===== src/rtl/issue_window_pkg.sv =====
// issue_window_pkg: shared types and helpers for the out-of-order issue pick window.
package issue_window_pkg;
    localparam int unsigned DEPTH_DEF = 4;

    typedef enum logic [2:0] {NONE, ALU, LOAD, STORE, CTRL_FLOW, CSR} fu_t;

    typedef struct packed {
        fu_t        fu;
        logic [4:0] rs1;
        logic [4:0] rs2;
        logic [4:0] rd;
        logic [7:0] id;
    } sbe_t;

    typedef struct packed {
        sbe_t sbe;
        logic is_ctrl_flow;
        logic barrier;
    } window_entry_t;

    function automatic logic is_lsu(fu_t fu);
        return fu == LOAD || fu == STORE;
    endfunction

    function automatic logic is_barrier(fu_t fu, logic cf);
        return cf || fu == CTRL_FLOW || fu == CSR;
    endfunction
endpackage


===== src/rtl/issue_window_hazard.sv =====
// issue_window_hazard: RAW/WAR/WAW/memory-order check of one younger entry against one older entry.
module issue_window_hazard
    import issue_window_pkg::*;
(
    input  fu_t        y_fu,
    input  logic [4:0] y_rs1,
    input  logic [4:0] y_rs2,
    input  logic [4:0] y_rd,
    input  fu_t        o_fu,
    input  logic [4:0] o_rs1,
    input  logic [4:0] o_rs2,
    input  logic [4:0] o_rd,
    output logic       hazard_o
);
    logic raw, war, waw, mem;

    always_comb begin
        raw = (o_fu != STORE) && (y_rs1 == o_rd || y_rs2 == o_rd);
        war = (y_rd == o_rs1) || (o_fu != LOAD && y_rd == o_rs2);
        waw = (o_fu != STORE) && (y_rd == o_rd);
        mem = is_lsu(y_fu) && is_lsu(o_fu);
        hazard_o = raw || war || waw || mem;
    end
endmodule


===== src/rtl/issue_window_sched.sv =====
// issue_window_sched: age-ordered pick window between decode and issue, bypassing an LSU-blocked oldest entry.
// Optional ISSUE_WINDOW_STARVE_EN bounds how many times the oldest entry may be bypassed.
module issue_window_sched
    import issue_window_pkg::*;
#(
    parameter int unsigned DEPTH = DEPTH_DEF
`ifdef ISSUE_WINDOW_STARVE_EN
    , parameter int unsigned STARVE_LIMIT = 4
`endif
) (
    input  logic clk_i,
    input  logic rst_ni,
    input  logic flush_i,
    input  logic lsu_ready_i,
    input  sbe_t issue_entry_i,
    input  logic issue_entry_valid_i,
    input  logic is_ctrl_flow_i,
    output logic issue_instr_ack_o,
    output sbe_t issue_entry_o,
    output logic issue_entry_valid_o,
    output logic is_ctrl_flow_o,
    input  logic issue_instr_ack_i
);
    localparam int unsigned CW = $clog2(DEPTH + 1);
    localparam int unsigned IW = $clog2(DEPTH);

    window_entry_t win_q [DEPTH];
    window_entry_t win_d [DEPTH];
    logic [CW-1:0] count_q, count_d;
    logic [IW-1:0] sel, wr_idx;
    logic [DEPTH-1:1] cand;
    logic [DEPTH-1:1][DEPTH-2:0] hz;
    logic pop, push, bar_in, starved;

    for (genvar i = 1; i < DEPTH; i++) begin : g_y
        for (genvar j = 0; j < DEPTH - 1; j++) begin : g_o
            if (j < i) begin : g_chk
                issue_window_hazard u_hz (
                    .y_fu    (win_q[i].sbe.fu),
                    .y_rs1   (win_q[i].sbe.rs1),
                    .y_rs2   (win_q[i].sbe.rs2),
                    .y_rd    (win_q[i].sbe.rd),
                    .o_fu    (win_q[j].sbe.fu),
                    .o_rs1   (win_q[j].sbe.rs1),
                    .o_rs2   (win_q[j].sbe.rs2),
                    .o_rd    (win_q[j].sbe.rd),
                    .hazard_o(hz[i][j])
                );
            end else begin : g_nil
                assign hz[i][j] = 1'b0;
            end
        end
    end

    // A barrier anywhere at or above slot i pins slot i behind it.
    always_comb begin
        logic bar_seen;
        bar_seen = win_q[0].barrier;
        cand = '0;
        for (int i = 1; i < DEPTH; i++) begin
            bar_seen = bar_seen || win_q[i].barrier;
            cand[i] = (i < int'(count_q)) && !bar_seen && !(|hz[i]);
        end
    end

    always_comb begin
        sel = '0;
        if (is_lsu(win_q[0].sbe.fu) && !lsu_ready_i && !starved)
            for (int i = DEPTH - 1; i >= 1; i--)
                if (cand[i] && !is_lsu(win_q[i].sbe.fu)) sel = IW'(i);
    end

    assign issue_entry_valid_o = count_q != '0;
    assign issue_entry_o = issue_entry_valid_o ? win_q[sel].sbe : '0;
    assign is_ctrl_flow_o = issue_entry_valid_o && win_q[sel].is_ctrl_flow;
    assign pop = issue_entry_valid_o && issue_instr_ack_i;
    assign bar_in = is_barrier(issue_entry_i.fu, is_ctrl_flow_i);
    // A held barrier sits alone in slot 0; nothing joins it until it leaves.
    assign issue_instr_ack_o = rst_ni && issue_entry_valid_i && !flush_i
        && (count_q < CW'(DEPTH) || pop)
        && (!bar_in || count_q == '0 || (count_q == CW'(1) && pop))
        && (!(issue_entry_valid_o && win_q[0].barrier) || pop);
    assign push = issue_instr_ack_o;
    assign wr_idx = IW'(count_q - CW'(pop));

    always_comb begin
        win_d = win_q;
        for (int i = 0; i < DEPTH - 1; i++)
            if (pop && i >= int'(sel)) win_d[i] = win_q[i + 1];
        if (push) win_d[wr_idx] = '{sbe: issue_entry_i, is_ctrl_flow: is_ctrl_flow_i, barrier: bar_in};
        count_d = flush_i ? '0 : count_q + CW'(push) - CW'(pop);
    end

    always_ff @(posedge clk_i or negedge rst_ni) begin
        if (!rst_ni) begin
            count_q <= '0;
            for (int i = 0; i < DEPTH; i++) win_q[i] <= '0;
        end else begin
            count_q <= count_d;
            win_q <= win_d;
        end
    end

`ifdef ISSUE_WINDOW_STARVE_EN
    logic [2:0] starve_q, starve_d;

    assign starved = starve_q >= 3'(STARVE_LIMIT);
    assign starve_d = flush_i ? '0 : !pop ? starve_q : sel == '0 ? '0 : starve_q + 3'd1;

    always_ff @(posedge clk_i or negedge rst_ni) begin
        if (!rst_ni) starve_q <= '0;
        else starve_q <= starve_d;
    end
`else
    assign starved = 1'b0;
`endif
endmodule


===== config.mk =====
export PLATFORM = sky130hd
export DESIGN_NAME = issue_window_sched
export DESIGN_NICKNAME = d
export VERILOG_FILES = /design/src/rtl/issue_window_pkg.sv /design/src/rtl/issue_window_hazard.sv /design/src/rtl/issue_window_sched.sv
export SDC_FILE = /design/constraint.sdc
export NUM_CORES = 1
export LEC_CHECK = 0
export ABC_AREA = 1
export BUFFER_PORTS_ARGS = -buffer_cell sky130_fd_sc_hd__buf_4
export CORE_MARGIN = 1.5
export CORE_UTILIZATION = 54
export CTS_BUF_LIST = sky130_fd_sc_hd__clkbuf_4
export CTS_CLUSTER_DIAMETER = 150
export DETAILED_ROUTE_END_ITERATION = 16
export PLACE_DENSITY_LB_ADDON = 0.05
export SLEW_MARGIN = 20
export SYNTH_ARGS = -nofsm -noshare
export SYNTH_HDL_FRONTEND = slang
export SYNTH_SLANG_ARGS = --single-unit

===== constraint.sdc =====
create_clock -name clk_i -period 2.8 [get_ports clk_i]
set_input_delay 0.14 -clock clk_i [delete_from_list [all_inputs] [get_ports clk_i]]
set_output_delay 0.14 -clock clk_i [all_outputs]
set_load 0.05 [all_outputs]

==> key figures, run 1 <==
Worst hold path
  – Min-Delay Path Class: in2async

STA
  – Minimum clock period: 3.17 ns
  – Period utilization: 113%
  – Min Hold Slack: 0.267 ns
  – Final worst-path setup slack: -0.369 ns
  – Max-slew violations: 0
  – RSZ-0062 raised after global routing: yes
  – Slew headroom: between 40% and 50%
  – Final setup fails: 27
  – Final Hold Vio Count: 0
  – Max Clk Rate: 0.316 GHz
  – Post-Route Skew: between 0.03 and 0.04 ns
  – Worst-Margin Slew: 0.767 ns

Detailed routing
  – Vias: 9903
  – DRT Wirelength: approximately 33000 µm
  – Iter 0 DRT Violations: between 1k and 1.5k
  – Antenna-violating nets left: 0
  – DR DRC count: 0
  – Via density: ~5.7
  – Drt pass-1 iters: 8
  – Wire length per cell: ~19 µm

Finish
  – Fillers: roughly 1.5k
  – Fin nets: 1554
  – Area occupied by multi-input gates: approximately 0.0055 mm²
  – Register area: 0.00289 mm²
  – Layout cells sized above 1: 20.5%
  – Area growth syn-to-layout: 24.8%

Global route
  – Grt ovf: 0
  – GRT Util Overall: 38.4%
  – Antenna violations before repair: 1
  – Vias in the first global route: around 9.4k
  – Largest net degree at the start of global routing: 78
  – First-pass GRT wire length: between 50000 and 60000 µm

Power and ir drop
  – Static Leak: approximately 0.0056 µW
  – Pwr dens: roughly 1300 mW/mm²
  – VDD IR max: around 810 µV

Job
  – Max-cap viol count: 0

Worst setup path
  – Worst-path cell chain: inv_2, ha_4, a21oi_2, nand2_1, nor2_2, nand3_2, nor2_4, nand3_4, nand2_4, and3_4, buf_8, nand3_2, a21oi_2, buf_6
  – Crit path largest cell delay: 0.43 ns
  – Crit Path Max Fanout: 5
  – Critical path class: reg2out
  – CP Launch Type: register
  – Crit-path slowest cell: dfrtp_2
  – Required time of the critical path: ~2.7 ns
  – Arrival @ worst endpoint: just over 3 ns
  – CP endpoint kind: primary output

Synth
  – Synthesized Nets: 1455
  – Mapped cell area: ~0.0090 mm²
  – Seq/Total Area, Yosys: 31.9%
  – Top_reg_cell synth: dfrtp_1
  – Ys async rst share: 100%
  – Mean Syn Cell Area: around 6.4 µm²
  – #FFs+latches synth: ~120
  – Yosys warning total: 0
  – Synth cell types: 34
  – EDFF count, synth: 0
  – Cell count after synthesis: roughly 1.4k

Floorplanning
  – I/O Pins: 62
  – Die Span Y: approximately 130 µm
  – Die X: roughly 130 µm
  – Die ar.: 0.0175 mm²
  – Starting Density: about 55%
  – Rows: 47
  – Core Box Area: 0.0165 mm²

Run status
  – Failing checks: setup timing
  – Outcome: finished, violations left

Clocking
  – H-tree depth: 4
  – Reg clk slew, reported paths: between 0.1 and 0.15 ns
  – Clock root buffer: clkbuf_4
  – CTS tree: done
  – CTS sink cnt: 115
  – CTS max path bufs: 2
  – Worst-Skew Late Latency: ~0.58 ns
  – Num CTS Buffers: 17

Place
  – DP Worst Slack: -0.116 ns
  – DP Wirelength: 21700 µm
  – RD Place Congestion: 0.986
  – Buffers on Ports: 61
-- path summary, 6_finish.rpt --
check                      startpoint                 to  slack, ns  cells past startpoint
max in group asynchronous      rst_ni          win_q[94]       1.34                      4
max                        count_q[1]  issue_entry_o[17]      -0.37                     14
min                            rst_ni          win_q[53]       0.27                      3
min in group clk_i            flush_i         count_q[0]       0.27                      3
min reg2reg                  register           register       0.50                      2
max reg2reg                count_q[1]          win_q[74]       0.21                     16
-- cells in the mapped netlist (all sizes together) (3+ instances only) --
library cell	count	area share, %
nand2	462	20
nand3	227	13
inv	156	6.5
o21ai	119	6.6
dfrtp	115	32
nor2	88	3.8
a21oi	74	4.4
buf	49	4.1
xor2	43	4.2
clkbuf	35	1.5
xnor2	27	2.6
nor3	6	0.58
ha	5	0.69
clkinv	3	0.12
-- stage by stage --
stage | TNS [ns] | std cells | area [µm²] | power, µW | utilization [%]
2_1_floorplan | 0 | 1416 | 9110 | 9860 | -
3_3_place_gp | -0.870 | 1671 | 9910 | 12400 | 60.2
3_5_place_dp | -1.73 | 1671 | 9910 | 12500 | 60.2
4_1_cts | -7.69 | 1742 | 11000 | 14600 | 66.6
5_1_grt | -12.03 | 1749 | 11300 | 16200 | 68.4
6_report | -9.02 | 1749 | 11300 | 15100 | 68.4
-- routing by layer --
| metal | part of all wire [%] | track usage [%] | routed length (µm) | vias to the layer above |
|---|---|---|---|---|
| met5 | 0 | 0 | 0 | - |
| met3 | 8.8 | 7.80 | 2940 | 81 |
| met4 | 3.0 | 16.7 | 1010 | 0 |
| met2 | 48 | 63.4 | 16100 | 551 |
| met1 | 40 | 48.9 | 13300 | 4572 |
| li1 | - | - | - | 4699 |
-- final cells by class --
cell class	count	share of cell area [%]
multi-input combinational	1058	49.0
sequential	115	25.7
timing repair buffer	164	14.7
inverter	159	5.43
tap	220	2.45
clock inverter	15	1.59
clock buffer	17	1.13
antenna	1	0.0222
-- critical path, delay by kind of cell, from the launching register on --
kind	cells	cell delay, ns
simple gates	8	1.13
fa+ha+maj	1	0.17
buf+inv	3	0.41
flops	1	0.43
compound gates	2	0.31
-- layout by cell type (no fill, tap or decap), types with 13 or more instances in the layout --
| cell | count |
|---|---|
| a21oi_1 | 42 |
| buf_4 | 80 |
| nand3_2 | 21 |
| nand2_1 | 444 |
| o21ai_0 | 83 |
| nand3_1 | 197 |
| clkbuf_4 | 17 |
| xor2_1 | 43 |
| nand2_2 | 13 |
| o21ai_1 | 36 |
| buf_6 | 38 |
| dfrtp_1 | 103 |
| a21oi_2 | 30 |
| inv_2 | 27 |
| xnor2_1 | 27 |
| nor2_1 | 71 |
| inv_1 | 126 |
| dlygate4sd3_1 | 29 |
-- logic make-up after synthesis --
| logic type | after synthesis | share of synthesized area (%) |
|---|---|---|
| and+or+nand+nor | 785 | 36.9 |
| buffers and inverters | 243 | 12.2 |
| AOI/OAI and AO/OA | 197 | 11.3 |
| DFF | 115 | 31.9 |
| xor gates and xnor gates | 70 | 6.80 |
| adders and majority gates | 6 | 0.916 |
-- power by group --
part | total [µW] | switching [µW] | internal (µW)
Combinational | 10400 | 6660 | 3700
Sequential | 3360 | 880 | 2480
Clock | 1380 | 759 | 625
-- repair_timing --
item                                   CTS  global route
setup buffers                            8             5
gates resized for setup                 96            62
endpoints found under the hold margin  152             0
hold buffers                            29             0
setup endpoints to repair               62            44
gates cloned                             2             2
pin swaps                               12            29
Note: power is estimated with default switching activity, not from simulation.
==> inputs of run 2 (changes only) <==
--- a/config.mk
+++ b/config.mk
@@ -7,9 +7,10 @@
 export LEC_CHECK = 0
 export ABC_AREA = 1
 export BUFFER_PORTS_ARGS = -buffer_cell sky130_fd_sc_hd__buf_4
+export CAP_MARGIN = 40
 export CORE_MARGIN = 1.5
 export CORE_UTILIZATION = 54
-export CTS_BUF_LIST = sky130_fd_sc_hd__clkbuf_4
+export CTS_BUF_LIST = sky130_fd_sc_hd__clkbuf_8
 export CTS_CLUSTER_DIAMETER = 150
 export DETAILED_ROUTE_END_ITERATION = 16
 export PLACE_DENSITY_LB_ADDON = 0.05
==> run 2 against run 1 <==
Against the previous run: the flow still finishes with violations (setup timing); clock skew shrank 0.016 ns; sequential power hardly changed; clock power rose by 20%; critical path type unchanged; largest cell class unchanged.
==> key figures, run 2 (same netlist as run 1, synthesis figures left out) <==
Run status
  – Outcome: finished, violations left (unchanged)
  – Failing checks: setup timing (unchanged)

Power and ir drop
  – Static Leak: 0.00569 µW (was 0.00560 µW)
  – VDD IR max: 810 µV (was 807 µV)
  – Final Power: 15400 µW (was 15100 µW)
  – Pwr dens: 1360 mW/mm² (was 1340 mW/mm²)

STA
  – Worst-Margin Slew: 0.577 ns (was 0.767 ns)
  – Max Clk Rate: 0.329 GHz (was 0.316 GHz)
  – Slew headroom: 61.6% (was 48.9%)
  – Final Hold Vio Count: 0 (unchanged)
  – RSZ-0062 raised after global routing: yes (unchanged)
  – Post-Route Skew: 0.0157 ns (was 0.0321 ns)
  – Period utilization: 109% (was 113%)
  – Final worst-path setup slack: -0.239 ns (was -0.369 ns)
  – Max-slew violations: 0 (unchanged)
  – Final setup fails: 27 (unchanged)
  – Minimum clock period: 3.04 ns (was 3.17 ns)
  – Min Hold Slack: 0.376 ns (was 0.267 ns)

Worst hold path
  – Min-Delay Path Class: in2async (unchanged)

Detailed routing
  – DRT Wirelength: 33300 µm (was 33400 µm)
  – Drt pass-1 iters: 6 (was 8)
  – Vias: 9996 (was 9903)
  – DR DRC count: 0 (unchanged)
  – Antenna-violating nets left: 0 (unchanged)
  – Iter 0 DRT Violations: 848 (was 1010)
  – Via density: 5.68 (was 5.66)
  – Wire length per cell: 18.9 µm (was 19.1 µm)

Place
  – DP Wirelength: 22000 µm (was 21700 µm)
  – Buffers on Ports: 61 (unchanged)
  – RD Place Congestion: 0.986 (unchanged)
  – Placed inst area: 0.00994 mm² (was 0.00991 mm²)

Finish
  – Fin nets: 1565 (was 1554)
  – Diodes inserted: 0 (was 1)
  – Commonest non-fill, non-tap cell in the layout: nand2_1 (unchanged)
  – Layout cells sized above 1: 21.0% (was 20.5%)
  – Finished Cell Area: 0.0114 mm² (was 0.0113 mm²)
  – Util after Layout: 69.1% (was 68.4%)
  – Most frequent cells in the layout: nand2_1 (446), nand3_1 (202), inv_1 (123), dfrtp_1 (102), buf_4 (90) (was nand2_1 (444), nand3_1 (197), inv_1 (126), dfrtp_1 (103), o21ai_0 (83))
  – Area growth syn-to-layout: 26.2% (was 24.8%)

Global route
  – GRT Util Overall: 38.6% (was 38.4%)
  – Antenna violations before repair: 0 (was 1)
  – Grt ovf: 0 (unchanged)
  – Largest net degree at the start of global routing: 57 (was 78)
  – First-pass GRT wire length: 52300 µm (was 51800 µm)
  – Vias in the first global route: 9543 (was 9428)

Clocking
  – CTS tree: done (unchanged)
  – Clock root buffer: clkbuf_8 (was clkbuf_4)
  – Worst-Skew Late Latency: 0.46 ns (was 0.58 ns)
  – H-tree depth: 4 (unchanged)
  – Num CTS Buffers: 17 (unchanged)
  – CTS sink cnt: 115 (unchanged)
  – CTS max path bufs: 2 (unchanged)
  – Reg clk slew, reported paths: 0.08 ns (was 0.14 ns)

Floorplanning
  – Rows: 47 (unchanged)
  – Die ar.: 0.0175 mm² (unchanged)
  – I/O Pins: 62 (unchanged)
  – Die X: 132 µm (unchanged)
  – Core Box Area: 0.0165 mm² (unchanged)
  – Starting Density: 54.8% (unchanged)
  – Die Span Y: 132 µm (unchanged)

Worst setup path
  – Critical path launch point: count_q[1] (unchanged)
  – Crit path largest cell delay: 0.42 ns (was 0.43 ns)
  – Worst setup path end: issue_entry_o[20] (was issue_entry_o[17])
  – CP endpoint kind: primary output (unchanged)
  – Critical path class: reg2out (unchanged)
  – CP Launch Type: register (unchanged)
  – FF-to-FF End: win_q[42] (was win_q[74])
  – Arrival @ worst endpoint: 2.90 ns (was 3.03 ns)
  – Crit Path Max Fanout: 5 (unchanged)
  – Reg-to-reg setup timing slack: 0.10 ns (was 0.21 ns)
  – R2r startpoint: win_q[101] (was count_q[1])
  – Worst-path cell chain: inv_2, ha_4, a21oi_2, nand2_1, nor2_2, nand3_2, nor2_4, nand3_4, nand2_4, and3_4, buf_12, buf_16, nand3_2, a21oi_2, buf_6 (was inv_2, ha_4, a21oi_2, nand2_1, nor2_2, nand3_2, nor2_4, nand3_4, nand2_4, and3_4, buf_8, nand3_2, a21oi_2, buf_6)
  – FF-to-FF path depth: 15 (was 16)
  – Crit-path slowest cell: dfrtp_2 (unchanged)
  – Required time of the critical path: 2.66 ns (about the same)

Job
  – Max-cap viol count: 0 (unchanged)
## run 2: power breakdown
group | internal [µW] | switching (µW) | total, µW
Combinational | 3790 | 6620 | 10400
Sequential | 2490 | 881 | 3370
Clock | 849 | 812 | 1660
## run 2: worst max-delay path, delay by kind of cell (launching register included)
family	cells	cell delay [ns]
buf+inv	4	0.47
flops	1	0.42
compound gates	2	0.23
simple gates	8	1.14
fa+ha+maj	1	0.16
## run 2: routing by layer
metal | vias up | GRT usage (%) | share of wire [%]
met3 | 103 | 5.42 | 7.5
met2 | 522 | 64.8 | 48
met1 | 4670 | 49.3 | 41
met5 | - | 0 | 0
li1 | 4701 | - | -
met4 | 0 | 17.8 | 3.8
## run 2: stage by stage
step                setup slack (ns)  setup TNS [ns]  instances
finish                        -0.239           -4.94       1759
global route                  -0.355           -7.98       1759
CTS                           -0.175           -3.86       1743
detailed placement            -0.118           -1.62       1672
global placement             -0.0749          -0.870       1671
floorplan                      0.148               0       1416
## run 2: worst min-delay path by stage
stage	start	endpoint	slack [ns]	cells past startpoint
after CTS	flush_i	count_q[0]	0.37	3
after detailed placement	rst_ni	async pin	0.25	2
after global routing	flush_i	count_q[2]	0.38	3
final	rst_ni	count_q[0]	0.38	3
after floorplan	rst_ni	async pin	-0.16	0
after global placement	rst_ni	async pin	0.25	2
## run 2: layout make-up
type / count / area (µm²)
Inverter: 159 / 607
Clock inverter: 13 / 148
Tap cell: 220 / 275
Multi-Input combinational cell: 1058 / 5440
Timing Repair Buffer: 175 / 1760
Sequential cell: 115 / 2890
Clock buffer: 19 / 262
Fill cell: 1498 / 5090
## run 2: timing repair
action / 4_1_cts / 5_1_grt
cloned: 2 / 1
setup endpoints to repair: 49 / 45
hold endpoints to repair: 122 / 0
resized for setup: 95 / 53
setup buffers: 8 / 15
hold buffers: 29 / 0
pin swaps: 12 / 7
